File: config.mk
export PLATFORM = sky130hd
export DESIGN_NAME = h14tx_frame_arbiter
export DESIGN_NICKNAME = d
export VERILOG_FILES = /design/src/rtl/h14tx_pkg.sv /design/src/rtl/h14tx_rr_picker.sv /design/src/rtl/h14tx_frame_arbiter.sv
export SDC_FILE = /design/constraint.sdc
export NUM_CORES = 1
export LEC_CHECK = 0
export BUFFER_PORTS_ARGS = -buffer_cell sky130_fd_sc_hd__buf_2
export CORE_ASPECT_RATIO = 0.9
export CORE_UTILIZATION = 40
export CTS_CLUSTER_SIZE = 30
export DETAILED_ROUTE_END_ITERATION = 6
export HOLD_SLACK_MARGIN = 0.12
export PLACE_DENSITY = 0.73
export SLEW_MARGIN = 20
export SYNTH_ARGS = -nofsm -noshare
export SYNTH_HDL_FRONTEND = slang
export SYNTH_SLANG_ARGS = --single-unit
File: constraint.sdc
create_clock -name pixel_clk -period 2.6 [get_ports pixel_clk]
set_input_delay 0.26 -clock pixel_clk [delete_from_list [all_inputs] [get_ports pixel_clk]]
set_output_delay 0.26 -clock pixel_clk [all_outputs]
set_load 0.05 [all_outputs]
File: src/rtl/h14tx_pkg.sv
// Shared types and the round-robin search used by the h14tx pixel/DMA/OSD arbiters.
package h14tx_pkg;

    localparam int RR_MAX_SRC = 8;

    typedef logic [2:0][7:0] pixel_t;

    typedef enum logic {
        ARB_IDLE = 1'b0,
        ARB_OWN  = 1'b1
    } arb_state_e;

    typedef struct packed {
        logic       found;
        logic [2:0] idx;
    } rr_result_t;

    // First set bit of req at or after base, wrapping modulo n (n in 2..8).
    function automatic rr_result_t rr_pick(
        input logic [RR_MAX_SRC-1:0] req,
        input logic [2:0]            base,
        input int                    n
    );
        rr_result_t res;
        int         cand;
        res = '0;
        for (int k = 0; k < RR_MAX_SRC; k++) begin
            cand = (int'(base) + k) % n;
            if (k < n && !res.found && req[cand]) begin
                res.found = 1'b1;
                res.idx   = 3'(cand);
            end
        end
        return res;
    endfunction

endpackage

File: src/rtl/h14tx_rr_picker.sv
// Combinational round-robin priority encoder: first requester at or after base, wrapping.
module h14tx_rr_picker
    import h14tx_pkg::*;
#(
    parameter int NumSrc = 4
) (
    input  logic [NumSrc-1:0]         req,
    input  logic [$clog2(NumSrc)-1:0] base,
    output logic [$clog2(NumSrc)-1:0] idx,
    output logic                      found
);

    localparam int IdxW = $clog2(NumSrc);

    logic [RR_MAX_SRC-1:0] req_wide;
    logic [2:0]            base_wide;
    rr_result_t            res;

    genvar gi;
    generate
        for (gi = 0; gi < RR_MAX_SRC; gi++) begin : g_req
            if (gi < NumSrc) begin : g_live
                assign req_wide[gi] = req[gi];
            end else begin : g_pad
                assign req_wide[gi] = 1'b0;
            end
        end
    endgenerate

    assign base_wide = 3'(base);
    assign res       = rr_pick(req_wide, base_wide, NumSrc);
    assign idx       = IdxW'(res.idx);
    assign found     = res.found;

endmodule

File: src/rtl/h14tx_frame_arbiter.sv
// Frame-boundary arbiter sharing the h14tx_rgb pixel path between NumSrc sources.
// Optional statistics outputs (switch_cnt, starve) are enabled by H14TX_ARB_STATS_EN.
module h14tx_frame_arbiter
    import h14tx_pkg::*;
#(
    parameter int NumSrc       = 4,
    parameter int BitWidth     = 11,
    parameter int BitHeight    = 10,
    parameter int FrameWidth   = 1650,
    parameter int FrameHeight  = 750,
    parameter int ActiveWidth  = 1280,
    parameter int ActiveHeight = 720,
    parameter int Quota        = 2
) (
    input  logic                      pixel_clk,
    input  logic                      rst,
    input  logic [BitWidth-1:0]       x,
    input  logic [BitHeight-1:0]      y,
    input  logic [NumSrc-1:0]         req,
    input  logic [NumSrc*24-1:0]      src_rgb,
    output logic [NumSrc-1:0]         grant,
    output logic                      grant_valid,
    output logic [$clog2(NumSrc)-1:0] owner_idx,
    output logic                      frame_start,
    output logic [23:0]               rgb
`ifdef H14TX_ARB_STATS_EN
    ,
    output logic [15:0]               switch_cnt,
    output logic                      starve
`endif
);

    localparam int                   IdxW    = $clog2(NumSrc);
    localparam logic [IdxW-1:0]      LastIdx = IdxW'(NumSrc - 1);
    localparam logic [BitWidth-1:0]  XLast   = BitWidth'(FrameWidth - 1);
    localparam logic [BitHeight-1:0] YLast   = BitHeight'(FrameHeight - 1);
    localparam logic [BitWidth-1:0]  XActive = BitWidth'(ActiveWidth);
    localparam logic [BitHeight-1:0] YActive = BitHeight'(ActiveHeight);
    // Quota==0 never preempts, so the counter simply parks at zero.
    localparam logic [15:0]          CntMax  = 16'((Quota > 0 ? Quota : 1) - 1);

    arb_state_e      state_reg, state_next;
    logic [IdxW-1:0] owner_reg, owner_next;
    logic [IdxW-1:0] last_reg, last_next;
    logic [15:0]     frame_cnt_reg, frame_cnt_next;
    logic            frame_start_reg;
    pixel_t          rgb_reg, rgb_next;

    logic            fb;
    logic            active;
    logic            others_pending;
    logic            release_own;
    logic [IdxW-1:0] pick_base;
    logic [IdxW-1:0] pick_idx;
    logic            pick_found;
    pixel_t          src_pix [NumSrc];

    function automatic logic [IdxW-1:0] next_idx(input logic [IdxW-1:0] i);
        return (i == LastIdx) ? '0 : i + 1'b1;
    endfunction

    genvar gi;
    generate
        for (gi = 0; gi < NumSrc; gi++) begin : g_src
            assign src_pix[gi] = src_rgb[gi*24 +: 24];
            assign grant[gi]   = (state_reg == ARB_OWN) && (owner_reg == IdxW'(gi));
        end
    endgenerate

    assign fb     = (x == XLast) && (y == YLast);
    assign active = (x < XActive) && (y < YActive);

    // Searching from owner+1 leaves the owner as the last candidate on release.
    assign pick_base = (state_reg == ARB_IDLE) ? next_idx(last_reg) : next_idx(owner_reg);

    h14tx_rr_picker #(
        .NumSrc (NumSrc)
    ) u_picker (
        .req   (req),
        .base  (pick_base),
        .idx   (pick_idx),
        .found (pick_found)
    );

    assign others_pending = |(req & ~grant);
    assign release_own    = !req[owner_reg]
                          || ((Quota != 0) && (frame_cnt_reg == CntMax) && others_pending);

    always_comb begin
        state_next     = state_reg;
        owner_next     = owner_reg;
        last_next      = last_reg;
        frame_cnt_next = frame_cnt_reg;
        if (fb) begin
            case (state_reg)
                ARB_IDLE: begin
                    if (pick_found) begin
                        state_next     = ARB_OWN;
                        owner_next     = pick_idx;
                        frame_cnt_next = '0;
                    end
                end
                ARB_OWN: begin
                    if (release_own) begin
                        last_next      = owner_reg;
                        frame_cnt_next = '0;
                        if (pick_found) begin
                            owner_next = pick_idx;
                        end else begin
                            state_next = ARB_IDLE;
                            owner_next = '0;
                        end
                    end else if (frame_cnt_reg != CntMax) begin
                        frame_cnt_next = frame_cnt_reg + 16'd1;
                    end
                end
                default: begin
                    state_next = ARB_IDLE;
                    owner_next = '0;
                end
            endcase
        end
    end

    assign rgb_next = (grant_valid && active) ? src_pix[owner_reg] : '0;

    always_ff @(posedge pixel_clk) begin
        if (rst) begin
            state_reg       <= ARB_IDLE;
            owner_reg       <= '0;
            last_reg        <= LastIdx;
            frame_cnt_reg   <= '0;
            frame_start_reg <= 1'b0;
            rgb_reg         <= '0;
        end else begin
            state_reg       <= state_next;
            owner_reg       <= owner_next;
            last_reg        <= last_next;
            frame_cnt_reg   <= frame_cnt_next;
            frame_start_reg <= fb;
            rgb_reg         <= rgb_next;
        end
    end

    assign grant_valid = (state_reg == ARB_OWN);
    assign owner_idx   = owner_reg;
    assign frame_start = frame_start_reg;
    assign rgb         = rgb_reg;

`ifdef H14TX_ARB_STATS_EN
    localparam int               StarveLimit = (NumSrc - 1) * (Quota > 0 ? Quota : 1) + 1;
    localparam int               WaitW       = $clog2(StarveLimit + 2);
    localparam logic [WaitW-1:0] WaitLimit   = WaitW'(StarveLimit);
    localparam logic [WaitW-1:0] WaitSat     = WaitW'(StarveLimit + 1);

    logic              owner_change;
    logic [15:0]       switch_cnt_reg;
    logic [NumSrc-1:0] starving;

    assign owner_change = fb && (((state_reg == ARB_IDLE) && pick_found)
                               || ((state_reg == ARB_OWN) && release_own));

    always_ff @(posedge pixel_clk) begin
        if (rst) begin
            switch_cnt_reg <= '0;
        end else if (owner_change) begin
            switch_cnt_reg <= switch_cnt_reg + 16'd1;
        end
    end

    // Per-source count of frame boundaries crossed while requesting but not granted.
    generate
        for (gi = 0; gi < NumSrc; gi++) begin : g_wait
            logic [WaitW-1:0] wait_cnt_reg;
            logic             granted_next;

            assign granted_next = (state_next == ARB_OWN) && (owner_next == IdxW'(gi));

            always_ff @(posedge pixel_clk) begin
                if (rst || !req[gi]) begin
                    wait_cnt_reg <= '0;
                end else if (fb) begin
                    if (granted_next) begin
                        wait_cnt_reg <= '0;
                    end else if (wait_cnt_reg != WaitSat) begin
                        wait_cnt_reg <= wait_cnt_reg + 1'b1;
                    end
                end
            end

            assign starving[gi] = (wait_cnt_reg > WaitLimit);
        end
    endgenerate

    assign switch_cnt = switch_cnt_reg;
    assign starve     = |starving;
`endif

endmodule

# --- After elaboration in Yosys (flattened, before gate mapping) ---
# Cells that the tools add are included.
# W data, S select, Z words.
op_classes:
  n_reduce_logical: 25
  eq_ne: 11
  n_lt_le_gt_ge: 8
  add_sub_neg: 6
  n_mux: 34
  n_bitwise: 8
op_table:
  columns: ["cell", "count"]
  rows:
  - ["$bmux W24 S2", 1]
  - ["$mux W16", 3]
  - ["$mux W24", 2]
  - ["$pmux W16 S2", 1]
  - ["$add A16 B1 Y16 const B", 1]
  - ["$eq A16 B1 Y1 const B", 1]
  - ["$mux W4", 4]
  - ["$ne A16 B1 Y1 const B", 1]
  - ["$lt A3 B5 Y1 const B", 3]
  - ["$mux W2", 6]
  - ["$eq A11 B11 Y1 const B", 1]
  - ["$logic_and A1 B1 Y1", 11]
  - ["$lt A11 B11 Y1 const B", 1]
  - ["$eq A10 B10 Y1 const B", 1]
  - ["$lt A10 B10 Y1 const B", 1]
  - ["$mux W1", 10]
  - ["$bmux W1 S3", 3]
  - ["$reduce_and A3 Y1", 3]
  - ["$reduce_or A2 Y1", 4]
  - ["$add A2 B1 Y2 const B", 3]
  - ["$eq A2 B2 Y1 const B", 3]
  - ["$add A2 B2 Y2 const B", 2]
  - ["$and A4 B4 Y4", 1]
  - ["$bmux W1 S2", 2]
  - ["16 further kinds", 23]
word_totals:
  out_inout_bits: 32
  reg_bits: 46
  inputBits: 123
  word_cells: 100

# --- Longest topological paths before layout ---
depth:
  word_depth: 20
  depth_mapped: 11
  depth_no_buf: 7

# --- Hierarchy ---
# From an unflattened synthesis, not the netlist that was laid out.
unflattened:
  cells_unflattened: 265
  area_unflattened_um2: 2800.2
modules_own_cells:
  columns: ["module", "cells_each", "seq_area_each_um2", "instances", "area_each_um2"]
  rows:
  - ["h14tx_frame_arbiter", 250, 920.9, 1, 2722.6]
  - ["h14tx_rr_picker", 15, 0.0, 1, 77.6]

# --- Least setup slack after synthesis ---
# Ideal clock, no wire load.
synth_timing:
  path_type: "register -> register"
  from: "register owner_reg[0], in the netlist owner_idx[0]"
  to: "register frame_cnt_reg[9]"
  required_time_ns: 2.530
  t_arrival_ns: 3.123
  path_buffers: 3
  path_stages_with_launch: 10
  setup_ns: 0.070
  period_less_slack_ns: 3.194
  path_slack_ns: -0.594
  cell_sequence: "dfxtp_1 > buf_2 > buf_1 > inv_1 > ha_1 > o2111ai_1 > nor4_2 > buf_2 > or4_1 > a21oi_1"
synth_via:
  elab_chain_cells: 19
  elab_cells_between_ends: 54
  classes_between: "add/sub (4); eq/ne (5); mux (21); bitwise (5); reduce/logical (19)"
synth_lines:
  columns: ["element", "line_no", "source"]
  rows:
  - ["from (decl)", "h14tx_frame_arbiter.sv:43", "logic [IdxW-1:0] owner_reg, owner_next;"]
  - ["from (signal assigned)", "h14tx_frame_arbiter.sv:137", "owner_reg <= owner_next;"]
  - ["$add A2 B1 Y2 / $eq A2 B2 Y1 (equally long branches)", "h14tx_frame_arbiter.sv:59, h14tx_frame_arbiter.sv:66", null]
  - ["$mux W2", "h14tx_frame_arbiter.sv:59", "return (i == LastIdx) ? '0 : i + 1'b1;"]
  - ["$mux W2", "h14tx_frame_arbiter.sv:74", "assign pick_base = (state_reg == ARB_IDLE) ? next_idx(last_reg) : next_idx(owner_reg);"]
  - ["$add A2 B1 Y2", "h14tx_pkg.sv:28", "cand = (int'(base) + k) % n;"]
  - ["$reduce_or A2 Y1 (no source line)", null, null]
  - ["$and A1 B1 Y1 (no source line)", null, null]
  - ["$bmux W1 S3", "h14tx_pkg.sv:29", "if (k < n && !res.found && req[cand]) begin"]
  - ["$mux W1 (not written as such) (2 in a row)", "h14tx_pkg.sv:29", null]
  - ["[2 not listed]", null, null]
  - ["$logic_not A1 Y1", "h14tx_pkg.sv:29", null]
  - ["$logic_and A1 B1 Y1", "h14tx_pkg.sv:29", null]
  - ["$mux W4", "h14tx_pkg.sv:29", null]
  - ["$logic_not A1 Y1", "h14tx_pkg.sv:29", null]
  - ["$logic_and A1 B1 Y1", "h14tx_pkg.sv:29", null]
  - ["$mux W4", "h14tx_pkg.sv:29", null]
  - ["$ne A2 B1 Y1 (no source line)", null, null]
  - ["$reduce_and A3 Y1 (no source line)", null, null]
  - ["to (signal assigned)", "h14tx_frame_arbiter.sv:139", "frame_cnt_reg <= frame_cnt_next;"]
  - ["to (decl)", "h14tx_frame_arbiter.sv:45", "logic [15:0] frame_cnt_reg, frame_cnt_next;"]
# Several ways; a longest one is shown, not always the timed one. The select of a mux whose other input is x is not followed.
# A chain may end at the register's enable or synchronous reset.

# --- Final worst setup path ---
layout_timing:
  from: "register owner_reg[1], in the netlist owner_idx[1]"
  to: "register frame_cnt_reg[1]"
# Same word-level chain as after synthesis.

==> qor.txt <==
FF+latch count, synth -> 46
Synth top area share -> 33.0%
Mapped Avg Cell Area -> 10.1 sq um
Initial Util -> 42.0%
Endpoint class of the critical path -> flip-flop
Vias per inst -> 5.51
Fin worst setup slack -> 483 ps
WL final -> 8010 microns
Yosys warns -> 0
Max clock buf depth -> 2
CP required -> 2840 ps
Post-synthesis to final-layout area growth -> 36.4%
Number of remaining DRC errors -> 0
Crit path arrival time -> 2360 ps
Post-Syn Nets -> 407
Placed Instance Area -> 3700 sq um
Slew Viols, Final -> 0
Synth cell types -> 49
Leak Pwr -> 1.60 nW
TritonCTS clock tree -> done
Layout cells sized above 1 -> 48.0%
Worst-path clk slew -> 90 ps
Hold Slack -> 222 ps
I/O pins -> 155
# diodes -> 0
DRT iter0 DRCs -> 89
Actual slew at the worst max-slew pin -> 488 ps
Fin cells -> 523
# Max-Cap Violations -> 0
First-pass DRT Iterations -> 4
Row Count -> 28
Hold Fails Final Rpt -> 0
Clock net sink count -> 46
Mapped Cells -> 277
EDFF count, synth -> 0
Most frequent cell after synthesis -> dfxtp_1
Die width -> 90.1 microns
Dpl ws -> 399 ps
Post-Syn Area -> 2790 sq um
Congestion Overflow GR -> 0
Total CTS buffers -> 5
Crit Path Max Fanout -> 8
Crit Path Category -> flip-flop to flip-flop
CP Cell Sequence -> ha_1, nand2b_1, o2111ai_2, a211oi_4, or4b_1, a21oi_1
Post-CTS sizing -> 0
Die area -> 7320 sq um
CP peak stage delay -> 470 ps
Post-CTS Hold Buffers -> 0
First-pass GRT wire length -> 12600 microns
Wire per inst -> 15.3 microns
Via Count -> 2880
Seq/Total Area, Yosys -> 33.0%
Clock Root Buffer -> clkbuf_8
Core area -> 6660 sq um
Port bufs -> 154
Max FFs per register -> 24
Post-synth top area cell -> dfxtp_1
Die Y -> 81.3 microns
Ys async rst share -> 0%
Status -> finished clean
# setup viols final -> 0
HPWL Detailed -> 6390 microns
Clock skew -> 4.88 ps
CP max-delay cell -> or4b_1
Fillers -> 587
# H-tree levels -> 2
Period utilization -> 81.4%
Later-pin clock latency in the skew report -> 300 ps
Max rail drop VDD -> 0.000217 V
GPL Wtd Cong -> 0.885
Post-route ant nets -> 0
RSZ-0062 raised after global routing -> false
Most used DFF post-synth -> dfxtp_1
Max frequency -> 472 MHz
Initial antenna violation count -> 0
Synth area leaders -> dfxtp_1 (33%), mux4_2 (20%), nor2b_1 (5.6%), ha_1 (3.1%), or4_1 (3.0%)
Power per cell area -> 367 nW/um^2
Max-slew headroom -> 67.2%
Setup TNS Final -> 0 ps
Setup Buffers After CTS -> 0
Inst Count DP -> 515
GRT Util Overall -> 21.8%
Final non-filler cell area -> 3810 sq um
Number of global-route vias before repair -> 2548
Synth cell count leaders -> dfxtp_1 (46), mux4_2 (25), nor2b_1 (25)
Tightest Hold Check Type -> input pin to flip-flop
Final #Nets -> 562
Critical Path Source Type -> flip-flop
Pin count of the biggest net entering global routing -> 27
Fin crit period -> 2120 ps
final timing paths:
kind	depth (start not counted)	slack [ps]	to	start
max reg2reg	6	480	frame_cnt_reg[1]	owner_idx[1]
min reg2reg	2	500	last_reg[1]	last_reg[1]
max	6	480	frame_cnt_reg[1]	owner_idx[1]
min	2	220	grant_valid	rst
routing by layer:
metal,up-vias,wire length (microns),share of wire (%),global-route usage [%]
li1,1385,-,-,-
met5,-,0,0,0
met4,0,117,1.5,5.81
met1,1365,3450,43,29.0
met3,10,533,6.7,4.12
met2,120,3910,49,36.9
through the flow:
stage	utilization (%)	total power [mW]
2_1_floorplan	-	0.777
3_3_place_gp	55.6	0.877
3_5_place_dp	55.6	0.880
4_1_cts	57.2	1.41
5_1_grt	57.2	1.46
6_report	57.2	1.40
cells in the final DEF, fill, tap and decap left out, types with 2 or more instances in the layout:
cell        n
nand2_1     8
nor2_1     10
o211ai_1    6
nor3_1      6
a21oi_1    14
nand3_1     7
nor4_1      6
mux2i_1     2
a211oi_1    3
dfxtp_2     2
o31ai_1     9
or4_1      11
nor2b_1    25
dfxtp_1    44
buf_4      12
mux4_2     25
o21a_1      3
and3_1      3
buf_2     154
inv_1      11
nand2b_1    4
clkbuf_8    5
o21ai_0     7
ha_1        7
nand4_1    10
and4_1      2
o32ai_1     2
nand4b_1    3
inv_2       2
or3_1       3
and2_1      5
critical path: cells and delay by family, from the launching register on:
kind | cells | cell delay (ps)
AND/OR/NAND/NOR | 2 | 600
AO/OA/AOI/OAI | 3 | 800
adder cells (fa/ha/maj) | 1 | 220
flip-flops | 1 | 440
area by class of cell:
cell class	instances	area [sq um]	area share, %
clock buffer	6	72.6	1.91
clock inverter	2	37.5	0.986
inverter	13	48.8	1.28
multi-input combinational	200	1750	46.0
sequential	46	923	24.2
tap	90	113	2.96
timing repair buffer	166	861	22.6
power by group:
group / total (mW) / switching, mW / internal, mW
sequential: 0.704 / 0.0000000683 / 0.704
combinational: 0.160 / 0.0556 / 0.105
clock: 0.533 / 0.246 / 0.287
logic make-up (layout without fill, tap and decap cells):
kind of cell / after synthesis / after routing / share of synthesized area (%)
adder cells (fa/ha/maj): 7 / 7 / 3.14
multiplexers: 28 / 28 / 21.3
flip-flops: 46 / 46 / 33.0
buffers and inverters: 31 / 187 / 4.48
AND/OR/NAND/NOR: 110 / 110 / 24.1
AO/OA/AOI/OAI: 55 / 55 / 14.0
No activity file was read; power rests on OpenSTA's default activity.
